==> src/rtl/opcode_decoder_if.sv <==
// ALU-side command handshake between opcode_decoder (master) and the matrix ALU (slave).
interface opcode_decoder_if;
  logic       alu_valid;
  logic [1:0] alu_cmd;
  logic       alu_result;
  logic       alu_ready;
  logic       alu_done;

  modport master (
    output alu_valid, alu_cmd, alu_result,
    input  alu_ready, alu_done
  );

  modport slave (
    input  alu_valid, alu_cmd, alu_result,
    output alu_ready, alu_done
  );
endinterface

==> src/rtl/opcode_decoder.sv <==
// Validates keypad opcode strobes, queues them in a small FIFO and issues them to the matrix ALU.
// Optional macro OPCODE_DECODER_STATS_EN enables the saturating issued-command counter on cmd_count.
module opcode_decoder #(
  parameter int unsigned DEPTH        = 4,
  parameter int unsigned DONE_TIMEOUT = 15
) (
  input  logic                    clk,
  input  logic                    nrst,
  input  logic [2:0]              op_in,
  input  logic                    is_op,
  input  logic                    is_result,
  input  logic                    is_enter,
  opcode_decoder_if.master        alu,
  output logic                    busy,
  output logic                    drop_pulse,
  output logic                    illegal_pulse,
  output logic                    timeout_pulse,
  output logic [7:0]              cmd_count
);

  localparam int unsigned AW = $clog2(DEPTH);
  localparam int unsigned TW = $clog2(DONE_TIMEOUT + 1);

  typedef enum logic [1:0] {
    IDLE,
    ISSUE,
    WAIT_DONE
  } state_e;

  state_e          state_q, state_d;
  logic [2:0]      mem_q [DEPTH];
  logic [AW:0]     wptr_q, wptr_d, rptr_q, rptr_d;
  logic            ne_q;
  logic [1:0]      cmd_q, cmd_d;
  logic            res_q, res_d;
  logic [TW-1:0]   tmo_q, tmo_d;
  logic            drop_q, drop_d, ill_q, ill_d, tout_q, tout_d;

  logic            legal_op, push_req, push, pop, empty, full, handshake;
  logic [1:0]      push_cmd;
  logic            push_res;
  logic [2:0]      head;

  assign legal_op  = is_op && ((op_in == 3'b001) || (op_in == 3'b010));
  assign push_req  = legal_op || (!is_op && is_enter);
  assign push_cmd  = is_op ? op_in[1:0] : 2'b11;
  assign push_res  = is_op && is_result;

  assign empty     = (wptr_q == rptr_q);
  assign full      = (wptr_q[AW] != rptr_q[AW]) && (wptr_q[AW-1:0] == rptr_q[AW-1:0]);
  assign head      = mem_q[rptr_q[AW-1:0]];

  // ne_q lags the FIFO occupancy by one cycle, so a fresh entry reaches the FSM
  // one cycle after it is written; the !empty term keeps the stale flag from popping air.
  assign pop       = (state_q == IDLE) && ne_q && !empty;
  assign push      = push_req && (!full || pop);
  assign handshake = (state_q == ISSUE) && alu.alu_ready;

  always_comb begin
    state_d = state_q;
    cmd_d   = cmd_q;
    res_d   = res_q;
    tmo_d   = tmo_q;
    tout_d  = 1'b0;
    drop_d  = push_req && !push;
    ill_d   = is_op && !legal_op;
    wptr_d  = wptr_q + (AW + 1)'(push);
    rptr_d  = rptr_q + (AW + 1)'(pop);
    unique case (state_q)
      IDLE: begin
        if (pop) begin
          cmd_d   = head[2:1];
          res_d   = head[0];
          state_d = ISSUE;
        end
      end
      ISSUE: begin
        if (alu.alu_ready) begin
          if (res_q) begin
            state_d = WAIT_DONE;
            tmo_d   = '0;
          end else begin
            state_d = IDLE;
          end
        end
      end
      WAIT_DONE: begin
        if (alu.alu_done) begin
          state_d = IDLE;
        end else if (tmo_q == TW'(DONE_TIMEOUT - 1)) begin
          tout_d  = 1'b1;
          state_d = IDLE;
        end else begin
          tmo_d = tmo_q + 1'b1;
        end
      end
      default: state_d = IDLE;
    endcase
  end

  always_ff @(posedge clk) begin
    if (!nrst) begin
      state_q <= IDLE;
      wptr_q  <= '0;
      rptr_q  <= '0;
      ne_q    <= 1'b0;
      cmd_q   <= '0;
      res_q   <= 1'b0;
      tmo_q   <= '0;
      drop_q  <= 1'b0;
      ill_q   <= 1'b0;
      tout_q  <= 1'b0;
    end else begin
      state_q <= state_d;
      wptr_q  <= wptr_d;
      rptr_q  <= rptr_d;
      ne_q    <= !empty;
      cmd_q   <= cmd_d;
      res_q   <= res_d;
      tmo_q   <= tmo_d;
      drop_q  <= drop_d;
      ill_q   <= ill_d;
      tout_q  <= tout_d;
    end
  end

  always_ff @(posedge clk) begin
    if (nrst && push) begin
      mem_q[wptr_q[AW-1:0]] <= {push_cmd, push_res};
    end
  end

  assign alu.alu_valid  = (state_q == ISSUE);
  assign alu.alu_cmd    = (state_q == ISSUE) ? cmd_q : '0;
  assign alu.alu_result = (state_q == ISSUE) && res_q;
  assign busy           = (state_q != IDLE) || !empty;
  assign drop_pulse     = drop_q;
  assign illegal_pulse  = ill_q;
  assign timeout_pulse  = tout_q;

`ifdef OPCODE_DECODER_STATS_EN
  logic [7:0] cnt_q, cnt_d;

  always_comb begin
    cnt_d = cnt_q;
    if (handshake && (cnt_q != 8'hFF)) begin
      cnt_d = cnt_q + 8'd1;
    end
  end

  always_ff @(posedge clk) begin
    if (!nrst) begin
      cnt_q <= '0;
    end else begin
      cnt_q <= cnt_d;
    end
  end

  assign cmd_count = cnt_q;
`else
  assign cmd_count = '0;
`endif

endmodule

==> src/flat_wrapper.sv <==
// flat-port wrapper written by rule: the top's interface ports become plain ports
module opcode_decoder_flat 
#(
  parameter int unsigned DEPTH        = 4,
  parameter int unsigned DONE_TIMEOUT = 15
)
  (clk, nrst, op_in, is_op, is_result, is_enter, busy, drop_pulse, illegal_pulse, timeout_pulse, cmd_count, alu_alu_valid, alu_alu_cmd, alu_alu_result, alu_alu_ready, alu_alu_done);
  opcode_decoder_if alu_i ();
  input  logic clk;
  input  logic nrst;
  input  logic [2:0] op_in;
  input  logic is_op;
  input  logic is_result;
  input  logic is_enter;
  output logic busy;
  output logic drop_pulse;
  output logic illegal_pulse;
  output logic timeout_pulse;
  output logic [7:0] cmd_count;
  output wire logic [$bits(alu_i.alu_valid)-1:0] alu_alu_valid;
  output wire logic [$bits(alu_i.alu_cmd)-1:0] alu_alu_cmd;
  output wire logic [$bits(alu_i.alu_result)-1:0] alu_alu_result;
  input wire logic [$bits(alu_i.alu_ready)-1:0] alu_alu_ready;
  input wire logic [$bits(alu_i.alu_done)-1:0] alu_alu_done;
  assign alu_alu_valid = alu_i.alu_valid;
  assign alu_alu_cmd = alu_i.alu_cmd;
  assign alu_alu_result = alu_i.alu_result;
  assign alu_i.alu_ready = alu_alu_ready;
  assign alu_i.alu_done = alu_alu_done;
  opcode_decoder #(.DEPTH(DEPTH), .DONE_TIMEOUT(DONE_TIMEOUT)) u_core (.clk(clk), .nrst(nrst), .op_in(op_in), .is_op(is_op), .is_result(is_result), .is_enter(is_enter), .alu(alu_i), .busy(busy), .drop_pulse(drop_pulse), .illegal_pulse(illegal_pulse), .timeout_pulse(timeout_pulse), .cmd_count(cmd_count));
endmodule
==> config.mk <==
export PLATFORM = sky130hd
export DESIGN_NAME = opcode_decoder_flat
export DESIGN_NICKNAME = d
export VERILOG_FILES = /design/src/rtl/opcode_decoder_if.sv /design/src/rtl/opcode_decoder.sv /design/src/flat_wrapper.sv
export SDC_FILE = /design/constraint.sdc
export NUM_CORES = 1
export LEC_CHECK = 0
export ABC_AREA = 1
export CORE_ASPECT_RATIO = 1.75
export CORE_MARGIN = 1.5
export CORE_UTILIZATION = 30
export DETAILED_ROUTE_END_ITERATION = 8
export PLACE_DENSITY = 0.54
export SYNTH_ARGS = -nofsm -noshare
export SYNTH_HDL_FRONTEND = slang
export SYNTH_SLANG_ARGS = --single-unit
==> constraint.sdc <==
create_clock -name clk -period 3.89 [get_ports clk]
set_input_delay 0.778 -clock clk [delete_from_list [all_inputs] [get_ports clk]]
set_output_delay 0.778 -clock clk [all_outputs]
set_load 0.02 [all_outputs]
==> flow_summary.yaml, run 1 <==
run_status:
  outcome: "completed"
sta:
  timing.final.setup_violations: 0
  rsz0062_at_grt: "false"
  final_period_minus_worst_setup_slack_ns: 2.72
  hold_ws_ns: 0.482
  final.period_utilization_pct: 70.1
  finalMaxSlewViolations: 0
  clock-skew-final_ns: 0.00574
  hold_violations: 0
  setup-tns-final_ns: 0
  timing.fmax_mhz: 367
floorplan:
  fp.dieH_um: 99.2
  top_level_ports: 26
  coreArea_mm2: 0.00502
  starting_utilization_of_the_core_area_pct: 31.6
  std_cell_rows: 34
  dieArea_mm2: 0.00576
  die_w_um: 58.0
cts:
  post_cts_resized: 0
  cts_tree: "built"
  numCtsBuffers: 5
  cts_hold_buffers: 0
  clkSlewWorstSetupHoldPaths_ns: 0.07
  clock_insertion_delay_worst_skew_ns: 0.28
  clock_tree.buffer_depth: 2
  cts_post_setup_buffers_inserted: 0
  htree_num_levels: 2
  root_buffer: "sky130_fd_sc_hd__clkbuf_8"
  clkSinkCount: 31
power:
  power_density_mw_per_mm2: 421
  p_total_uw: 790
  worst_supply_voltage_drop_on_vdd_mv: 0.234
  static-leakage-power_nw: 0.863
worst_setup_path:
  worst_path_top_cell_family_by_delay: "flip-flops"
  worst-path-buf-inv: 1
  worstSetupPathType: "flop to output pin"
  startpoint_types: "flop"
  cell_breakdown_of_the_critical_path: "xnor2_4 > nand3_4 > or2_1 > clkdlybuf4s50_1"
  worst_r2r_start: "u_core.rptr_q[0]$_SDFF_PN0_"
  worst-endpoint-arrival_ns: 1.95
  crit_start: "u_core.rptr_q[0]$_SDFF_PN0_"
  critPathCaptureType: "output pin"
  worst_ep_required_time_ns: 3.11
  cp_slowest_stage_delay_ns: 0.57
  worstPathMaxFanout: 9
  slowest_stage: "sky130_fd_sc_hd__dfxtp_1"
synth:
  synth_async_sr_flop_share_pct: 0
  yosys.area.top_type_share_pct: 24.0
  synth_cell_types: 27
  synthesis.area_per_instance_um2: 7.98
  yosysMostFrequentCell: "sky130_fd_sc_hd__nand2_1"
  ys.flop_type: "sky130_fd_sc_hd__dfxtp_1"
  yosys_warning_total: 0
  mappedNetlistArea_mm2: 0.00159
  synth_top_cell_by_area: "sky130_fd_sc_hd__dfxtp_1"
  postSynthCellCount: 199
  synth_edf_count: 12
  synth_commonest_cells: "43 x sky130_fd_sc_hd__nand2_1, 39 x sky130_fd_sc_hd__inv_1, 20 x sky130_fd_sc_hd__nor2_1"
  synth_area_leaders: "sky130_fd_sc_hd__dfxtp_1 24%, sky130_fd_sc_hd__edfxtp_1 23%, sky130_fd_sc_hd__nand2_1 10%"
  synth_sequential_area_ratio_pct: 46.7
  synth-seq-cells: 31
placement:
  globalplace.congestion: 0.729
  io_buffer_count: 17
  dp_hpwl_um: 2300
detailed_routing:
  firstDrtPassIters: 6
  routed-wl-met3_um: 64
  topRoutingLayerUsed: "met4"
  wire_per_inst_um: 10.2
  via_count: 1179
  wl_met1_um: 1060
  wl_met2_um: 1620
  detail_route.drc_violations: 0
  avgViaCountPerCell: 4.29
  drt.antenna.violating_nets: 0
  totalWireLength_um: 2800
  dr.first_iter.drc_count: 36
global_routing:
  largest_net_degree_at_the_start_of_global_routing: 12
  grt_first_pass_wirelength_um: 4830
  grt_use_total_pct: 11.1
  grt_pass1_vias: 1129
  grt_remaining_overflow: 0
  antenna_found_initial: 0
cells_and_area:
  insertedDiodeCount: 0
  drive_above_1_share_pct: 9.05
  synthToLayoutAreaGrowth_pct: 18.3
  number_of_nets_in_the_final_layout: 236
  final.fill_count: 543
hold_path:
  hold_start: "u_core.cmd_q[1]$_SDFFE_PN0P_"
  min_path_type: "flop to flop"
run:
  maxCapViolations: 0
report_power, final:
| group | leakage [nW] | total (mW) | internal (mW) | switching (mW) |
|---|---|---|---|---|
| registers | 0.262 | 0.369 | 0.354 | 0.0153 |
| logic | 0.546 | 0.138 | 0.0560 | 0.0822 |
| clock network | 0.0548 | 0.282 | 0.161 | 0.121 |
| total | 0.863 | 0.790 | 0.571 | 0.218 |
path summary, 6_finish.rpt:
path | endpoint | slack, ns | cells after the start
max | busy | 1.17 | 4
min | u_core.cmd_q[1]$_SDFFE_PN0P_ | 0.48 | 2
max reg2reg | u_core.rptr_q[2]$_SDFF_PN0_ | 2.16 | 8
min reg2reg | u_core.cmd_q[1]$_SDFFE_PN0P_ | 0.48 | 2
worst reg2reg max path, delay by kind of cell (launching register included):
kind | cells | cell delay [ns]
flip-flops | 1 | 0.57
adder cells (fa/ha/maj) | 2 | 0.37
buffers and inverters | 1 | 0.04
XOR/XNOR | 2 | 0.31
AND/OR/NAND/NOR | 3 | 0.37
flip-flops by register name (all words and copies together), names as in the netlist:
name                  cells
u_core.mem_q             12
u_core.ne_q               1
u_core.state_q            2
u_core.wptr_q             3
u_core.drop_pulse         1
u_core.timeout_pulse      1
u_core.tmo_q              4
u_core.illegal_pulse      1
u_core.rptr_q             3
u_core.res_q              1
u_core.cmd_q              2
per-stage QoR:
step	std cells	util [%]	area, um2	setup WS (ns)
floorplan	206	-	1610	2.05
global placement	267	35.4	1780	1.28
detailed placement	267	35.4	1780	1.36
CTS	275	37.4	1880	1.15
global route	275	37.4	1880	1.04
finish	275	37.4	1880	1.17
cells in the final DEF, fill, tap and decap left out, drive strengths merged:
master          n
xnor2           3
clkbuf          7
edfxtp         12
o21ai           2
nand2          45
o21a            1
nor4            1
inv            42
dfxtp          19
clkdlybuf4s50  17
a21oi           9
nor3            1
nor2           25
a31oi           1
conb            8
or2             1
nand3          20
clkinv          1
ha              6
area by class of cell:
cell class	instances	area (um2)	area share, %
inverters	42	158	8.39
clock buffers	7	96.3	5.13
well taps	54	67.6	3.60
multi-input cells	123	639	34.0
clock inverters	1	6.26	0.333
flip-flops and latches	31	741	39.4
repair buffers	17	170	9.06
cell families after synthesis:
group | synth area share [%]
compound gates | 4.33
flops | 46.7
buf+inv | 14.7
fa+ha+maj | 4.73
other cells | 0.236
xor+xnor | 2.84
simple gates | 26.5
layer usage:
layer | vias up | GRT usage [%]
li1 | 633 | -
met4 | 0 | 5.37
met5 | - | 0
met3 | 4 | 1.95
met2 | 23 | 21.5
met1 | 519 | 10.6
No activity file was read; power rests on OpenSTA's default activity.
==> run 2, diff against run 1 <==
--- a/config.mk
+++ b/config.mk
@@ -10,7 +10,7 @@
 export CORE_MARGIN = 1.5
 export CORE_UTILIZATION = 30
 export DETAILED_ROUTE_END_ITERATION = 8
-export PLACE_DENSITY = 0.54
+export PLACE_DENSITY = 0.56
 export SYNTH_ARGS = -nofsm -noshare
 export SYNTH_HDL_FRONTEND = slang
 export SYNTH_SLANG_ARGS = --single-unit
==> constraint.sdc (replaced) <==
create_clock -name clk -period 2.2 [get_ports clk]
set_input_delay 0.44 -clock clk [delete_from_list [all_inputs] [get_ports clk]]
set_output_delay 0.44 -clock clk [all_outputs]
set_load 0.02 [all_outputs]
==> flow_summary.yaml, run 2 (synthesis results as in run 1) <==
worst_setup_path:
  critPathMostFrequentCell: "sky130_fd_sc_hd__inv_1"
  startpoint_types: "flop"
  cell_breakdown_of_the_critical_path: "inv_1 > nor2_2 > inv_1 > nor2_1 > clkdlybuf4s50_1"
  worst_ep_required_time_ns: 1.76
  path_depth: 5
  worst_r2r_start: "u_core.wptr_q[1]$_SDFF_PN0_"
  cp_slowest_stage_delay_ns: 0.60
  worstReg2RegEnd: "u_core.rptr_q[2]$_SDFF_PN0_"
  worst-endpoint-arrival_ns: 1.57
  worstSetupPathType: "flop to output pin"
  slowest_stage: "sky130_fd_sc_hd__clkdlybuf4s50_1"
  worst-path-buf-inv: 3
  r2r_cells: 11
  critPathCaptureType: "output pin"
  worstPathMaxFanout: 4
  reg2reg_slack_ns: 0.49
  crit_start: "u_core.state_q[0]$_SDFFE_PN0P_"
  worst_setup_endpoint: "alu_alu_cmd[0]"
  worst_path_top_cell_family_by_delay: "buffers and inverters"
hold_path:
  min_path_type: "flop to flop"
  hold_path_depth: 2
cts:
  clkSlewWorstSetupHoldPaths_ns: 0.06
  clkSinkCount: 31
  numCtsBuffers: 5
  cts_post_setup_buffers_inserted: 0
  root_buffer: "sky130_fd_sc_hd__clkbuf_8"
  clock_insertion_delay_worst_skew_ns: 0.28
  clock_tree.buffer_depth: 2
  cts_tree: "built"
  htree_num_levels: 2
  cts_hold_buffers: 0
power:
  internal-power_uw: 956
  static-leakage-power_nw: 0.906
  worst_supply_voltage_drop_on_vdd_mv: 0.397
  power_density_mw_per_mm2: 707
  seq_power_share_pct: 48.8
  share_comb_of_total_power_pct: 19.8
  power_frac_clock_pct: 31.4
  p_sw_uw: 377
  power.share.switching_pct: 28.3
cells_and_area:
  drive_above_1_share_pct: 10.3
  utilization_pct: 37.6
  layout.cells.most_common_list: "43 x sky130_fd_sc_hd__nand2_1, 39 x sky130_fd_sc_hd__inv_1, 20 x sky130_fd_sc_hd__nor2_1, 18 x sky130_fd_sc_hd__nand3_1, 17 x sky130_fd_sc_hd__dfxtp_1"
  number_of_nets_in_the_final_layout: 239
  most_common_library_cell_in_the_layout_ignoring_fill_and_taps: "sky130_fd_sc_hd__nand2_1"
  synthToLayoutAreaGrowth_pct: 18.8
  insertedDiodeCount: 0
  flip_flop_count_of_the_largest_register_all_copies_and_words_added: 12
sta:
  clock-skew-final_ns: 0.00456
  post-route-worst-setup-slack_ns: 0.189
  hold_violations: 0
  timing.final.setup_violations: 0
  rsz0062_at_grt: "false"
  finalMaxSlewViolations: 0
  final.period_utilization_pct: 91.4
  timing.fmax_mhz: 497
  final_period_minus_worst_setup_slack_ns: 2.01
  setup-tns-final_ns: 0
global_routing:
  grt_first_pass_wirelength_um: 4740
  largest_net_degree_at_the_start_of_global_routing: 10
  grt_remaining_overflow: 0
  grt_pass1_vias: 1121
  antenna_found_initial: 0
  grt_use_total_pct: 11.1
run:
  maxCapViolations: 0
floorplan:
  fp.dieH_um: 99.2
  top_level_ports: 26
  starting_utilization_of_the_core_area_pct: 31.6
  coreArea_mm2: 0.00502
  std_cell_rows: 34
  die_w_um: 58.0
  dieArea_mm2: 0.00576
detailed_routing:
  detail_route.drc_violations: 2
  avgViaCountPerCell: 4.38
  wire_per_inst_um: 10.3
  via_count: 1218
  totalWireLength_um: 2870
  firstDrtPassIters: 8
  drt.antenna.violating_nets: 0
  dr.first_iter.drc_count: 27
placement:
  place_ws_ns: 0.114
  io_buffer_count: 17
  dp_hpwl_um: 2280
  globalplace.congestion: 0.681
run_status:
  outcome: "complete, but fails checks"
  failing_checks: "DRC"
-- run 2: changes by cell type in the layout (fill, tap and decap cells not counted), sizes merged --
cell,before,now
clkdlybuf4s50,17,14
dlymetal6s2s,0,2
clkinv,1,2
dlygate4sd2,0,1
buf,0,3
inv,42,41
-- run 2: final cells by class --
type | instances | area (um2)
Inverter | 42 | 158
Sequential cell | 31 | 743
Fill cell | 528 | 3130
Tap cell | 54 | 67.6
Clock inverter | 1 | 5.00
Clock buffer | 7 | 76.3
Multi-Input combinational cell | 123 | 639
Timing Repair Buffer | 20 | 196
-- run 2: worst min-delay path by stage --
stage | startpoint | endpoint
after floorplan | u_core.cmd_q[0]$_SDFFE_PN0P_ | u_core.cmd_q[0]$_SDFFE_PN0P_
after global placement | u_core.cmd_q[0]$_SDFFE_PN0P_ | u_core.cmd_q[0]$_SDFFE_PN0P_
after detailed placement | u_core.cmd_q[1]$_SDFFE_PN0P_ | u_core.cmd_q[1]$_SDFFE_PN0P_
after CTS | u_core.cmd_q[1]$_SDFFE_PN0P_ | u_core.cmd_q[1]$_SDFFE_PN0P_
after global routing | u_core.cmd_q[1]$_SDFFE_PN0P_ | u_core.cmd_q[1]$_SDFFE_PN0P_
final | u_core.cmd_q[1]$_SDFFE_PN0P_ | u_core.cmd_q[1]$_SDFFE_PN0P_
-- run 2: worst min-delay path, cell delays in order, from the launching register on --
cell                      delay [ns]
sky130_fd_sc_hd__dfxtp_1        0.32
sky130_fd_sc_hd__a21oi_1        0.04
sky130_fd_sc_hd__nor2_1         0.08
-- run 2: through the flow --
stage / cells / hold WS, ns / cell area (um2) / power, mW
CTS: 278 / 0.486 / 1880 / 1.36
detailed placement: 270 / 0.470 / 1800 / 0.934
global route: 278 / 0.513 / 1890 / 1.41
finish: 278 / 0.481 / 1890 / 1.33
global placement: 270 / 0.467 / 1800 / 0.930
floorplan: 206 / 0.452 / 1610 / 0.857
-- run 2: power groups by stage --
stage | clock network [mW] | logic, mW | registers, mW
final | 0.419 | 0.264 | 0.650
after global routing | 0.464 | 0.296 | 0.653
after CTS | 0.436 | 0.269 | 0.650
after detailed placement | 0 | 0.273 | 0.662
after global placement | 0 | 0.269 | 0.661
after floorplan | 0 | 0.201 | 0.656
-- run 2: repair_timing --
action	4_1_cts	5_1_grt
gates resized for setup	3	2
endpoints found under the hold margin	0	0
setup endpoints to repair	1	2
-- run 2: per-layer routing --
metal | share of wire, % | track usage (%) | up-vias
met5 | 0 | 0 | -
met4 | 3.0 | 6.98 | 0
met3 | 4.3 | 3.25 | 6
met2 | 56 | 21.1 | 30
met1 | 36 | 9.69 | 537
li1 | - | - | 645
